**src/rtl/decode_stage_riscv.sv**
```systemverilog
`default_nettype none
// ============================================================================
//  Module   : decode_stage_riscv
//  Purpose  : Buffered RV32I(+M) instruction decode stage. Fetched
//             {pc, instr} pairs enter a circular queue. The queue head is
//             decoded combinationally and loaded into a valid/ready output
//             register. After an illegal word is issued, the stage stops
//             popping until flush_i is asserted.
//  Ports    : clk_i, rst_i (async, active-high)
//             instr_i/pc_i/instr_valid_i/instr_ready_o   - fetch side
//             flush_i                                    - trap-unit flush
//             dec_valid_o/dec_ready_i                    - execute side
//             dec_pc_o, dec_instr_o, *_sel_o, *_op_o,
//             control strobes, mdu_o/mdu_op_o            - decoded word
//             count_o                                    - queue occupancy
//  Revision : 1.0 - initial release
// ============================================================================
module decode_stage_riscv #(
  parameter int          DEPTH    = 4,
  parameter int unsigned ENABLE_M = 0
) (
  input  logic                       clk_i,
  input  logic                       rst_i,
  input  logic [31:0]                instr_i,
  input  logic [31:0]                pc_i,
  input  logic                       instr_valid_i,
  output logic                       instr_ready_o,
  input  logic                       flush_i,
  output logic                       dec_valid_o,
  input  logic                       dec_ready_i,
  output logic [31:0]                dec_pc_o,
  output logic [31:0]                dec_instr_o,
  output logic [1:0]                 a_sel_o,
  output logic [2:0]                 b_sel_o,
  output logic [4:0]                 alu_op_o,
  output logic [2:0]                 csr_op_o,
  output logic [2:0]                 mem_size_o,
  output logic [1:0]                 wb_sel_o,
  output logic                       csr_we_o,
  output logic                       mem_req_o,
  output logic                       mem_we_o,
  output logic                       gpr_we_o,
  output logic                       branch_o,
  output logic                       jal_o,
  output logic                       jalr_o,
  output logic                       mret_o,
  output logic                       illegal_instr_o,
  output logic                       mdu_o,
  output logic [2:0]                 mdu_op_o,
  output logic [$clog2(DEPTH):0]     count_o
);

  // --------------------------------------------------------------------------
  // Control-field encodings (riscv_pkg values)
  // --------------------------------------------------------------------------
  localparam logic [1:0] OP_A_RS1     = 2'd0;
  localparam logic [1:0] OP_A_CURR_PC = 2'd1;
  localparam logic [1:0] OP_A_ZERO    = 2'd2;

  localparam logic [2:0] OP_B_RS2     = 3'd0;
  localparam logic [2:0] OP_B_IMM_I   = 3'd1;
  localparam logic [2:0] OP_B_IMM_S   = 3'd2;
  localparam logic [2:0] OP_B_IMM_U   = 3'd4;
  localparam logic [2:0] OP_B_INCR    = 3'd6;

  localparam logic [4:0] ALU_ADD  = 5'd0;
  localparam logic [4:0] ALU_SUB  = 5'd1;
  localparam logic [4:0] ALU_SLL  = 5'd2;
  localparam logic [4:0] ALU_SLT  = 5'd3;
  localparam logic [4:0] ALU_SLTU = 5'd4;
  localparam logic [4:0] ALU_XOR  = 5'd5;
  localparam logic [4:0] ALU_SRL  = 5'd6;
  localparam logic [4:0] ALU_SRA  = 5'd7;
  localparam logic [4:0] ALU_OR   = 5'd8;
  localparam logic [4:0] ALU_AND  = 5'd9;
  localparam logic [4:0] ALU_EQ   = 5'd10;
  localparam logic [4:0] ALU_NE   = 5'd11;
  localparam logic [4:0] ALU_LTS  = 5'd12;
  localparam logic [4:0] ALU_GES  = 5'd13;
  localparam logic [4:0] ALU_LTU  = 5'd14;
  localparam logic [4:0] ALU_GEU  = 5'd15;

  localparam logic [1:0] WB_EX_RESULT = 2'd0;
  localparam logic [1:0] WB_LSU_DATA  = 2'd1;
  localparam logic [1:0] WB_CSR_DATA  = 2'd2;

  localparam logic [6:0] OPC_LOAD     = 7'b0000011;
  localparam logic [6:0] OPC_MISC_MEM = 7'b0001111;
  localparam logic [6:0] OPC_OP_IMM   = 7'b0010011;
  localparam logic [6:0] OPC_AUIPC    = 7'b0010111;
  localparam logic [6:0] OPC_STORE    = 7'b0100011;
  localparam logic [6:0] OPC_OP       = 7'b0110011;
  localparam logic [6:0] OPC_LUI      = 7'b0110111;
  localparam logic [6:0] OPC_BRANCH   = 7'b1100011;
  localparam logic [6:0] OPC_JALR     = 7'b1100111;
  localparam logic [6:0] OPC_JAL      = 7'b1101111;
  localparam logic [6:0] OPC_SYSTEM   = 7'b1110011;

  localparam logic [31:0] MRET_WORD   = 32'h3020_0073;

  localparam int PW = $clog2(DEPTH);
  localparam int CW = PW + 1;

  typedef enum logic [0:0] {
    ST_RUN  = 1'b0,
    ST_LOCK = 1'b1
  } state_t;

  // --------------------------------------------------------------------------
  // Queue storage and pointers
  // --------------------------------------------------------------------------
  logic [31:0]   r_pc_mem    [DEPTH];
  logic [31:0]   r_instr_mem [DEPTH];
  logic [PW-1:0] r_wptr;
  logic [PW-1:0] r_rptr;
  logic [CW-1:0] r_count;

  logic          w_full;
  logic          w_empty;
  logic          w_push;
  logic          w_pop;

  state_t        r_state;
  state_t        w_state_next;

  // Full is derived from the registered count only, so a pop in the same
  // cycle never opens the door for a push into a full queue.
  assign w_full        = (r_count == CW'(DEPTH));
  assign w_empty       = (r_count == '0);
  assign instr_ready_o = !w_full && !flush_i;
  assign w_push        = instr_valid_i && instr_ready_o;
  assign count_o       = r_count;

  always_ff @(posedge clk_i) begin
    if (w_push) begin
      r_pc_mem[r_wptr]    <= pc_i;
      r_instr_mem[r_wptr] <= instr_i;
    end
  end

  // DEPTH is a power of two, so pointer wrap is plain binary overflow.
  always_ff @(posedge clk_i or posedge rst_i) begin
    if (rst_i) begin
      r_wptr  <= '0;
      r_rptr  <= '0;
      r_count <= '0;
    end else if (flush_i) begin
      r_wptr  <= '0;
      r_rptr  <= '0;
      r_count <= '0;
    end else begin
      if (w_push) r_wptr <= r_wptr + 1'b1;
      if (w_pop)  r_rptr <= r_rptr + 1'b1;
      case ({w_push, w_pop})
        2'b10:   r_count <= r_count + 1'b1;
        2'b01:   r_count <= r_count - 1'b1;
        default: r_count <= r_count;
      endcase
    end
  end

  // --------------------------------------------------------------------------
  // Combinational decode of the queue head
  // --------------------------------------------------------------------------
  logic [31:0] w_head_instr;
  logic [31:0] w_head_pc;
  logic [6:0]  w_opcode;
  logic [2:0]  w_funct3;
  logic [6:0]  w_funct7;

  assign w_head_instr = r_instr_mem[r_rptr];
  assign w_head_pc    = r_pc_mem[r_rptr];
  assign w_opcode     = w_head_instr[6:0];
  assign w_funct3     = w_head_instr[14:12];
  assign w_funct7     = w_head_instr[31:25];

  logic [1:0] w_a_sel;
  logic [2:0] w_b_sel;
  logic [4:0] w_alu_op;
  logic [2:0] w_csr_op;
  logic [2:0] w_mem_size;
  logic [1:0] w_wb_sel;
  logic       w_csr_we;
  logic       w_mem_req;
  logic       w_mem_we;
  logic       w_gpr_we;
  logic       w_branch;
  logic       w_jal;
  logic       w_jalr;
  logic       w_mret;
  logic       w_mdu;
  logic [2:0] w_mdu_op;
  logic       w_illegal;

  always_comb begin
    w_a_sel    = OP_A_RS1;
    w_b_sel    = OP_B_RS2;
    w_alu_op   = ALU_ADD;
    w_csr_op   = 3'd0;
    w_mem_size = 3'd0;
    w_wb_sel   = WB_EX_RESULT;
    w_csr_we   = 1'b0;
    w_mem_req  = 1'b0;
    w_mem_we   = 1'b0;
    w_gpr_we   = 1'b0;
    w_branch   = 1'b0;
    w_jal      = 1'b0;
    w_jalr     = 1'b0;
    w_mret     = 1'b0;
    w_mdu      = 1'b0;
    w_mdu_op   = 3'd0;
    w_illegal  = 1'b0;

    if (w_opcode[1:0] != 2'b11) begin
      w_illegal = 1'b1;
    end else begin
      case (w_opcode)
        OPC_OP: begin
          w_gpr_we = 1'b1;
          if (w_funct7 == 7'b0000000) begin
            case (w_funct3)
              3'd0:    w_alu_op = ALU_ADD;
              3'd1:    w_alu_op = ALU_SLL;
              3'd2:    w_alu_op = ALU_SLT;
              3'd3:    w_alu_op = ALU_SLTU;
              3'd4:    w_alu_op = ALU_XOR;
              3'd5:    w_alu_op = ALU_SRL;
              3'd6:    w_alu_op = ALU_OR;
              default: w_alu_op = ALU_AND;
            endcase
          end else if (w_funct7 == 7'b0100000) begin
            if (w_funct3 == 3'd0)      w_alu_op  = ALU_SUB;
            else if (w_funct3 == 3'd5) w_alu_op  = ALU_SRA;
            else                       w_illegal = 1'b1;
          end else if ((w_funct7 == 7'b0000001) && (ENABLE_M != 0)) begin
            w_mdu    = 1'b1;
            w_mdu_op = w_funct3;
          end else begin
            w_illegal = 1'b1;
          end
        end

        OPC_OP_IMM: begin
          w_gpr_we = 1'b1;
          w_b_sel  = OP_B_IMM_I;
          case (w_funct3)
            3'd0: w_alu_op = ALU_ADD;
            3'd1: begin
              if (w_funct7 == 7'b0000000) w_alu_op  = ALU_SLL;
              else                        w_illegal = 1'b1;
            end
            3'd2: w_alu_op = ALU_SLT;
            3'd3: w_alu_op = ALU_SLTU;
            3'd4: w_alu_op = ALU_XOR;
            3'd5: begin
              if (w_funct7 == 7'b0000000)      w_alu_op  = ALU_SRL;
              else if (w_funct7 == 7'b0100000) w_alu_op  = ALU_SRA;
              else                             w_illegal = 1'b1;
            end
            3'd6:    w_alu_op = ALU_OR;
            default: w_alu_op = ALU_AND;
          endcase
        end

        OPC_LOAD: begin
          w_mem_req  = 1'b1;
          w_mem_size = w_funct3;
          w_gpr_we   = 1'b1;
          w_wb_sel   = WB_LSU_DATA;
          w_b_sel    = OP_B_IMM_I;
          if ((w_funct3 == 3'd3) || (w_funct3 == 3'd6) || (w_funct3 == 3'd7))
            w_illegal = 1'b1;
        end

        OPC_STORE: begin
          w_mem_req  = 1'b1;
          w_mem_we   = 1'b1;
          w_mem_size = w_funct3;
          w_b_sel    = OP_B_IMM_S;
          if (w_funct3 > 3'd2) w_illegal = 1'b1;
        end

        OPC_LUI: begin
          w_gpr_we = 1'b1;
          w_a_sel  = OP_A_ZERO;
          w_b_sel  = OP_B_IMM_U;
        end

        OPC_AUIPC: begin
          w_gpr_we = 1'b1;
          w_a_sel  = OP_A_CURR_PC;
          w_b_sel  = OP_B_IMM_U;
        end

        OPC_BRANCH: begin
          w_branch = 1'b1;
          case (w_funct3)
            3'd0:    w_alu_op = ALU_EQ;
            3'd1:    w_alu_op = ALU_NE;
            3'd4:    w_alu_op = ALU_LTS;
            3'd5:    w_alu_op = ALU_GES;
            3'd6:    w_alu_op = ALU_LTU;
            3'd7:    w_alu_op = ALU_GEU;
            default: w_illegal = 1'b1;
          endcase
        end

        OPC_JAL: begin
          w_jal    = 1'b1;
          w_gpr_we = 1'b1;
          w_a_sel  = OP_A_CURR_PC;
          w_b_sel  = OP_B_INCR;
        end

        OPC_JALR: begin
          w_jalr   = 1'b1;
          w_gpr_we = 1'b1;
          w_a_sel  = OP_A_CURR_PC;
          w_b_sel  = OP_B_INCR;
          if (w_funct3 != 3'd0) w_illegal = 1'b1;
        end

        OPC_MISC_MEM: begin
          if (w_funct3 != 3'd0) w_illegal = 1'b1;
        end

        OPC_SYSTEM: begin
          if ((w_funct3 != 3'd0) && (w_funct3 != 3'd4)) begin
            w_csr_op = w_funct3;
            w_csr_we = 1'b1;
            w_gpr_we = 1'b1;
            w_wb_sel = WB_CSR_DATA;
          end else if (w_head_instr == MRET_WORD) begin
            w_mret = 1'b1;
          end else begin
            // ecall, ebreak, wfi and any other privileged encoding trap here
            w_illegal = 1'b1;
          end
        end

        default: w_illegal = 1'b1;
      endcase
    end

    // An illegal word carries no side effects downstream.
    if (w_illegal) begin
      w_a_sel    = OP_A_RS1;
      w_b_sel    = OP_B_RS2;
      w_alu_op   = ALU_ADD;
      w_csr_op   = 3'd0;
      w_mem_size = 3'd0;
      w_wb_sel   = WB_EX_RESULT;
      w_csr_we   = 1'b0;
      w_mem_req  = 1'b0;
      w_mem_we   = 1'b0;
      w_gpr_we   = 1'b0;
      w_branch   = 1'b0;
      w_jal      = 1'b0;
      w_jalr     = 1'b0;
      w_mret     = 1'b0;
      w_mdu      = 1'b0;
      w_mdu_op   = 3'd0;
    end
  end

  // --------------------------------------------------------------------------
  // RUN/LOCK state machine
  // --------------------------------------------------------------------------
  always_ff @(posedge clk_i or posedge rst_i) begin
    if (rst_i) r_state <= ST_RUN;
    else       r_state <= w_state_next;
  end

  always_comb begin
    w_state_next = r_state;
    w_pop        = 1'b0;
    case (r_state)
      ST_RUN: begin
        w_pop = !flush_i && !w_empty && (!dec_valid_o || dec_ready_i);
        if (w_pop && w_illegal) w_state_next = ST_LOCK;
      end
      default: begin
        w_pop = 1'b0;
      end
    endcase
    if (flush_i) w_state_next = ST_RUN;
  end

  // --------------------------------------------------------------------------
  // Output register: loads only on a pop, so every field holds while stalled
  // --------------------------------------------------------------------------
  always_ff @(posedge clk_i or posedge rst_i) begin
    if (rst_i) begin
      dec_valid_o     <= 1'b0;
      dec_pc_o        <= '0;
      dec_instr_o     <= '0;
      a_sel_o         <= '0;
      b_sel_o         <= '0;
      alu_op_o        <= ALU_ADD;
      csr_op_o        <= '0;
      mem_size_o      <= '0;
      wb_sel_o        <= '0;
      csr_we_o        <= 1'b0;
      mem_req_o       <= 1'b0;
      mem_we_o        <= 1'b0;
      gpr_we_o        <= 1'b0;
      branch_o        <= 1'b0;
      jal_o           <= 1'b0;
      jalr_o          <= 1'b0;
      mret_o          <= 1'b0;
      illegal_instr_o <= 1'b0;
      mdu_o           <= 1'b0;
      mdu_op_o        <= '0;
    end else if (flush_i) begin
      dec_valid_o <= 1'b0;
    end else if (w_pop) begin
      dec_valid_o     <= 1'b1;
      dec_pc_o        <= w_head_pc;
      dec_instr_o     <= w_head_instr;
      a_sel_o         <= w_a_sel;
      b_sel_o         <= w_b_sel;
      alu_op_o        <= w_alu_op;
      csr_op_o        <= w_csr_op;
      mem_size_o      <= w_mem_size;
      wb_sel_o        <= w_wb_sel;
      csr_we_o        <= w_csr_we;
      mem_req_o       <= w_mem_req;
      mem_we_o        <= w_mem_we;
      gpr_we_o        <= w_gpr_we;
      branch_o        <= w_branch;
      jal_o           <= w_jal;
      jalr_o          <= w_jalr;
      mret_o          <= w_mret;
      illegal_instr_o <= w_illegal;
      mdu_o           <= w_mdu;
      mdu_op_o        <= w_mdu_op;
    end else if (dec_valid_o && dec_ready_i) begin
      dec_valid_o <= 1'b0;
    end
  end

endmodule
`default_nettype wire
```
**config.mk**
```make
export PLATFORM = sky130hd
export DESIGN_NAME = decode_stage_riscv
export DESIGN_NICKNAME = d
export VERILOG_FILES = /design/src/rtl/decode_stage_riscv.sv
export SDC_FILE = /design/constraint.sdc
export NUM_CORES = 1
export LEC_CHECK = 0
export CAP_MARGIN = 20
export CORE_UTILIZATION = 35
export DETAILED_ROUTE_END_ITERATION = 8
export PLACE_DENSITY = 0.62
export SLEW_MARGIN = 15
export SYNTH_ARGS = -nofsm -noshare
export SYNTH_HDL_FRONTEND = slang
export SYNTH_SLANG_ARGS = --single-unit
```
**constraint.sdc**
```tcl
create_clock -name clk_i -period 10.7 [get_ports clk_i]
set_clock_uncertainty 0.2 [all_clocks]
set_input_delay 2.14 -clock clk_i [delete_from_list [all_inputs] [get_ports clk_i]]
set_output_delay 2.14 -clock clk_i [all_outputs]
set_load 0.1 [all_outputs]
```
==> results of run 1 <==
registers in the layout, summed over array words and instances (netlist names), 2 cells and up:
name,count
wb_sel_o,2
alu_op_o,4
r_wptr,2
dec_instr_o,32
a_sel_o,2
b_sel_o,3
mem_size_o,3
r_pc_mem,128
count_o,3
r_instr_mem,128
csr_op_o,3
dec_pc_o,32
r_rptr,2
layer usage:
metal	vias up	global-route usage, %	wire length [um]
li1	3460	-	-
met1	3814	20.0	13300
met2	188	25.4	14700
met3	46	3.82	1700
met4	2	5.25	613
met5	-	0	13
worst max path at each step:
stage | start | end | cells past startpoint
finish | flush_i | instr_ready_o | 3
global route | flush_i | instr_ready_o | 3
CTS | flush_i | instr_ready_o | 3
detailed placement | flush_i | instr_ready_o | 3
global placement | flush_i | instr_ready_o | 3
floorplan | flush_i | r_instr_mem[0][0] | 2
worst max-delay path, stage by stage:
cell,delay (ns)
clkdlybuf4s50_1,0.63
a21oi_1,0.45
clkdlybuf4s50_1,1.21
report_power, final:
part	internal (mW)	total [mW]	leakage, nW	switching, mW
registers	1.67	1.79	3.60	0.114
logic	0.484	1.89	1.98	1.41
clock network	0.816	1.34	0.638	0.525
through the flow:
| stage | cell area, um^2 | util, % | std cells | setup slack, ns |
|---|---|---|---|---|
| 3_5_place_dp | 15900 | 41.2 | 1476 | 3.91 |
| 5_1_grt | 17200 | 44.5 | 1547 | 3.81 |
| 6_report | 17200 | 44.5 | 1548 | 3.93 |
| 4_1_cts | 17200 | 44.5 | 1547 | 3.91 |
| 3_3_place_gp | 15900 | 41.2 | 1476 | 3.96 |
| 2_1_floorplan | 13800 | - | 832 | 4.60 |
synth_stat cells (all sizes together) (2+ instances only):
library cell / count / area (um^2)
a22o: 5 / 43.8
a21oi: 8 / 40.0
nor2: 23 / 93.8
inv: 8 / 30.0
a2111oi: 3 / 45.1
mux2i: 2 / 20.0
dfrtp: 99 / 2480
and2: 4 / 25.0
nand2b: 6 / 37.5
xnor2: 4 / 35.0
buf: 23 / 140
edfxtp: 256 / 7690
and3: 7 / 43.8
nor4: 9 / 71.3
a221oi: 2 / 23.8
a32o: 10 / 100
nor3: 6 / 35.0
a211oi: 2 / 15.0
nand3: 3 / 15.0
or3: 2 / 12.5
mux4: 64 / 1440
nand4b: 3 / 41.3
clkbuf: 25 / 93.8
or2: 3 / 18.8
xor2: 3 / 26.3
nand2: 202 / 758
o31ai: 5 / 37.5
o21ai: 14 / 70.1
ha: 4 / 50.1
kinds of logic after synthesis:
family / count (synthesis) / share of synthesized area (%)
adder cells (fa/ha/maj): 5 / 0.509
XOR/XNOR: 7 / 0.446
buffers and inverters: 56 / 1.92
other: 1 / 0.0273
multiplexers: 67 / 10.7
flip-flops: 355 / 73.9
AND/OR/NAND/NOR: 277 / 9.07
AO/OA/AOI/OAI: 60 / 3.42
final cells by class:
cell class	instances	area [um^2]	area share, %
Inverter	8	32.5	0.189
Multi-Input combinational cell	421	3370	19.6
Clock buffer	56	1140	6.63
Clock inverter	15	154	0.893
Timing Repair Buffer	174	1710	9.94
Antenna cell	1	2.50	0.0145
Tap cell	518	648	3.76
Sequential cell	355	10200	59.0
==> metrics, run 1 <==
unrepaired setup endpoints after global routing=false; most common cell after layout, fill and taps aside=edfxtp_1; PostCTS Resize Cnt=0; DR iter-0 viols=357; Hold WS=0.271 ns; Hold Path Depth=2; CTS tree=done; RD Place Congestion=0.756; Post-Syn Area per Cell=16.6 um^2; post-synth cell types=62; largest net degree at the start of global routing=65; flop-to-flop setup slack=6.51 ns; initial antenna violation count=1; period utilization=63.3%; Core ar.=38700 um^2; Vias/cell=4.85; Longest Clk Path Bufs=3; leakage dissipation=6.22 nW; Crit Path Max Fanout=12; hpwl dp=17500 um; ys async rst share=27.9%; reg2reg end=jalr_o; worst hold path type=register to register; Req. time, crit path=8.36 ns; via count=7510; Hold Buf Count CTS=0; top_reg_cell synth=edfxtp_1; grt total ovfl=0; cts bufs inserted=39; Worst R2R Path Depth=8; max-slew violation count=0; fillers=3469; Reg clk slew, reported paths=0.06 ns; IO Port Bufs=163; Nets=1073; CTS sink cnt=355; Setup TNS=0 ns; GRT Total Usage=15.5%; routed wire length=30300 um; Max-Cap Viols=0; Fin. Hold Viols=0; DRC Markers=0; Tmin final=6.77 ns; crit start category=primary input; routed len/inst=19.6 um; die height=200 um; run status=completed; min-delay src=dec_pc_o[20]; most frequent cells in the layout=256 x edfxtp_1, 202 x nand2_1, 163 x clkdlybuf4s50_1; number of synthesized flops with an enable pin=256; Final ANT Viol Nets=0; Slew headroom=28.0%; Setup violations, final=0; Worst Path Arrival=4.43 ns; fraction of the yosys area taken by sequential cells=73.9%; Worst VDD drop=204 uV; fmax=0.148 GHz; worst skew pair latency=0.54 ns; total chip power=5.02 mW; Synth Instances=828; DIE WIDTH=200 um; vias in the first global route=7906; number of H-tree levels=2; Synth Cell Area=13800 um^2; PwrDens=291 nW/um^2; Hold EP=dec_pc_o[20]; die area=40100 um^2; Critical R2R Launch=r_rptr[0]; num ports=169; Starting Density=35.5%; synth-to-layout area growth=25.4%; Worst setup EP type=output port; post-synthesis register bit count=355; clk root buf=clkbuf_16; Detailed Routing Iterations Pass 1=4; first-pass GRT wire length=47100 um; Post-CTS Setup Bufs=0; layout cell share with drive strength beyond 1=15.2%; Ys Warns=0; # rows=72; Least-Margin Pin Slew=1.07 ns; CP Class=primary input to output port
Power figures use the tool's default switching activity.
==> inputs of run 2 (changes only) <==
==> constraint.sdc (replaced) <==
create_clock -name clk_i -period 6.3 [get_ports clk_i]
set_clock_uncertainty 0.2 [all_clocks]
set_input_delay 1.26 -clock clk_i [delete_from_list [all_inputs] [get_ports clk_i]]
set_output_delay 1.26 -clock clk_i [all_outputs]
set_load 0.1 [all_outputs]
==> run 2 against run 1 <==
Compared with the run above:
- register-to-register slack worse by 4.1 ns
- clock power rose by 84%
- hold slack worse by 0.0014 ns
- sequential power is 71% higher
- combinational power increased by 68%
- critical path depth unchanged
- non-clock buffer count unchanged
- critical path type unchanged
==> metrics, run 2 (synthesis gave the netlist of run 1 again) <==
Final ANT Viol Nets=0; Max-Cap Viols=0; CP Class=primary input to output port; Req. time, crit path=4.84 ns; DRC Markers=0; setup ws final=1.26 ns; max-slew violation count=0; cts bufs inserted=39; via count=7484; number of H-tree levels=2; Post-CTS Setup Bufs=0; largest registers=r_instr_mem: 128 flops, r_pc_mem: 128 flops; hpwl dp=17900 um; Setup violations, final=0; CTS sink cnt=355; die height=200 um; first-pass GRT wire length=46600 um; PostCTS Resize Cnt=0; Worst VDD drop=427 uV; Worst setup EP type=output port; IO Port Bufs=163; Core ar.=38700 um^2; routed len/inst=19.4 um; most common cell after layout, fill and taps aside=edfxtp_1; CTS tree=done; num ports=169; layout cell share with drive strength beyond 1=15.0%; Fin. Hold Viols=0; CP peak stage delay=1.22 ns; routed wire length=30000 um; Detailed Routing Iterations Pass 1=5; worst hold path type=register to register; Starting Density=35.5%; crit-path cells=clkdlybuf4s50_1, a21oi_1, clkdlybuf4s50_1; DIE WIDTH=200 um; Crit Path Max Fanout=12; RD Place Congestion=0.761; Vias/cell=4.84; Reg clk slew, reported paths=0.06 ns; period utilization=80.0%; diode count=0; vias in the first global route=7765; Most Frequent Cell on Critical Path=clkdlybuf4s50_1; # rows=72; clk root buf=clkbuf_16; fmax=0.198 GHz; grt total ovfl=0; Setup TNS=0 ns; unrepaired setup endpoints after global routing=false; crit start category=primary input; GRT Total Usage=15.3%; Post-Place Worst Slack=1.28 ns; Slowest-stage cell, CP=clkdlybuf4s50_1; Longest Clk Path Bufs=3; largest net degree at the start of global routing=61; Worst Path Arrival=3.58 ns; Least-Margin Pin Slew=1.04 ns; Hold Buf Count CTS=0; initial antenna violation count=3; die area=40100 um^2; worst skew pair latency=0.54 ns; Tmin final=5.04 ns; Nets=1073; synth-to-layout area growth=26.1%; PwrDens=502 nW/um^2; DR iter-0 viols=346; leakage dissipation=6.26 nW; Slew headroom=30.7%; run status=completed; most frequent cells in the layout=256 x edfxtp_1, 202 x nand2_1, 163 x clkdlybuf4s50_1
-- run 2: changes by cell type in the layout (fill, tap and decap cells not counted), moves of 2 or more --
cell | previous run | this run
clkbuf_1 | 10 | 8
clkinv_1 | 1 | 5
clkinv_4 | 0 | 2
clkinv_2 | 9 | 2
bufinv_16 | 3 | 8
-- run 2: power by group --
group	switching (mW)	total, mW	internal, mW
Sequential	0.219	3.06	2.84
Clock	0.900	2.46	1.56
Combinational	2.36	3.18	0.821
-- run 2: worst max-delay path, delay by kind of cell --
family | cells | cell delay [ns]
compound gates | 1 | 0.46
buf+inv | 2 | 1.86
-- run 2: path summary, 6_finish.rpt --
kind | start | end | slack [ns] | cells past startpoint
worst max-delay path | flush_i | instr_ready_o | 1.26 | 3
worst min-delay path | dec_instr_o[7] | dec_instr_o[7] | 0.27 | 2
worst max register to register | r_rptr[0] | mem_size_o[2] | 2.43 | 7
worst min register to register | dec_instr_o[7] | dec_instr_o[7] | 0.27 | 2
max in group asynchronous | rst_i | dec_instr_o[15] | 3.79 | 3
min in group asynchronous | rst_i | illegal_instr_o | 1.07 | 2
-- run 2: layout make-up --
class	count	area [um^2]
well taps	518	648
multi-input cells	421	3370
inverters	8	32.5
fillers	3432	21400
repair buffers	174	1710
clock inverters	18	294
flip-flops and latches	355	10200
clock buffers	53	1110
-- run 2: stage by stage --
stage | hold WS, ns | cells | power, mW | cell area [um^2] | utilization (%)
floorplan | 0.276 | 832 | 5.51 | 13800 | -
global placement | 0.260 | 1475 | 6.30 | 15900 | 41.1
detailed placement | 0.262 | 1475 | 6.33 | 15900 | 41.1
CTS | 0.278 | 1546 | 8.82 | 17300 | 44.8
global route | 0.296 | 1547 | 9.07 | 17300 | 44.8
finish | 0.270 | 1547 | 8.71 | 17300 | 44.8
-- run 2: routing by layer --
layer  part of all wire, %  wire length (um)  global-route usage, %
met1                    44             13300                   20.4
met2                    49             14600                   24.9
met3                   4.9              1460                   3.24
met4                   2.1               639                   5.25
met5                 0.083                25                      0
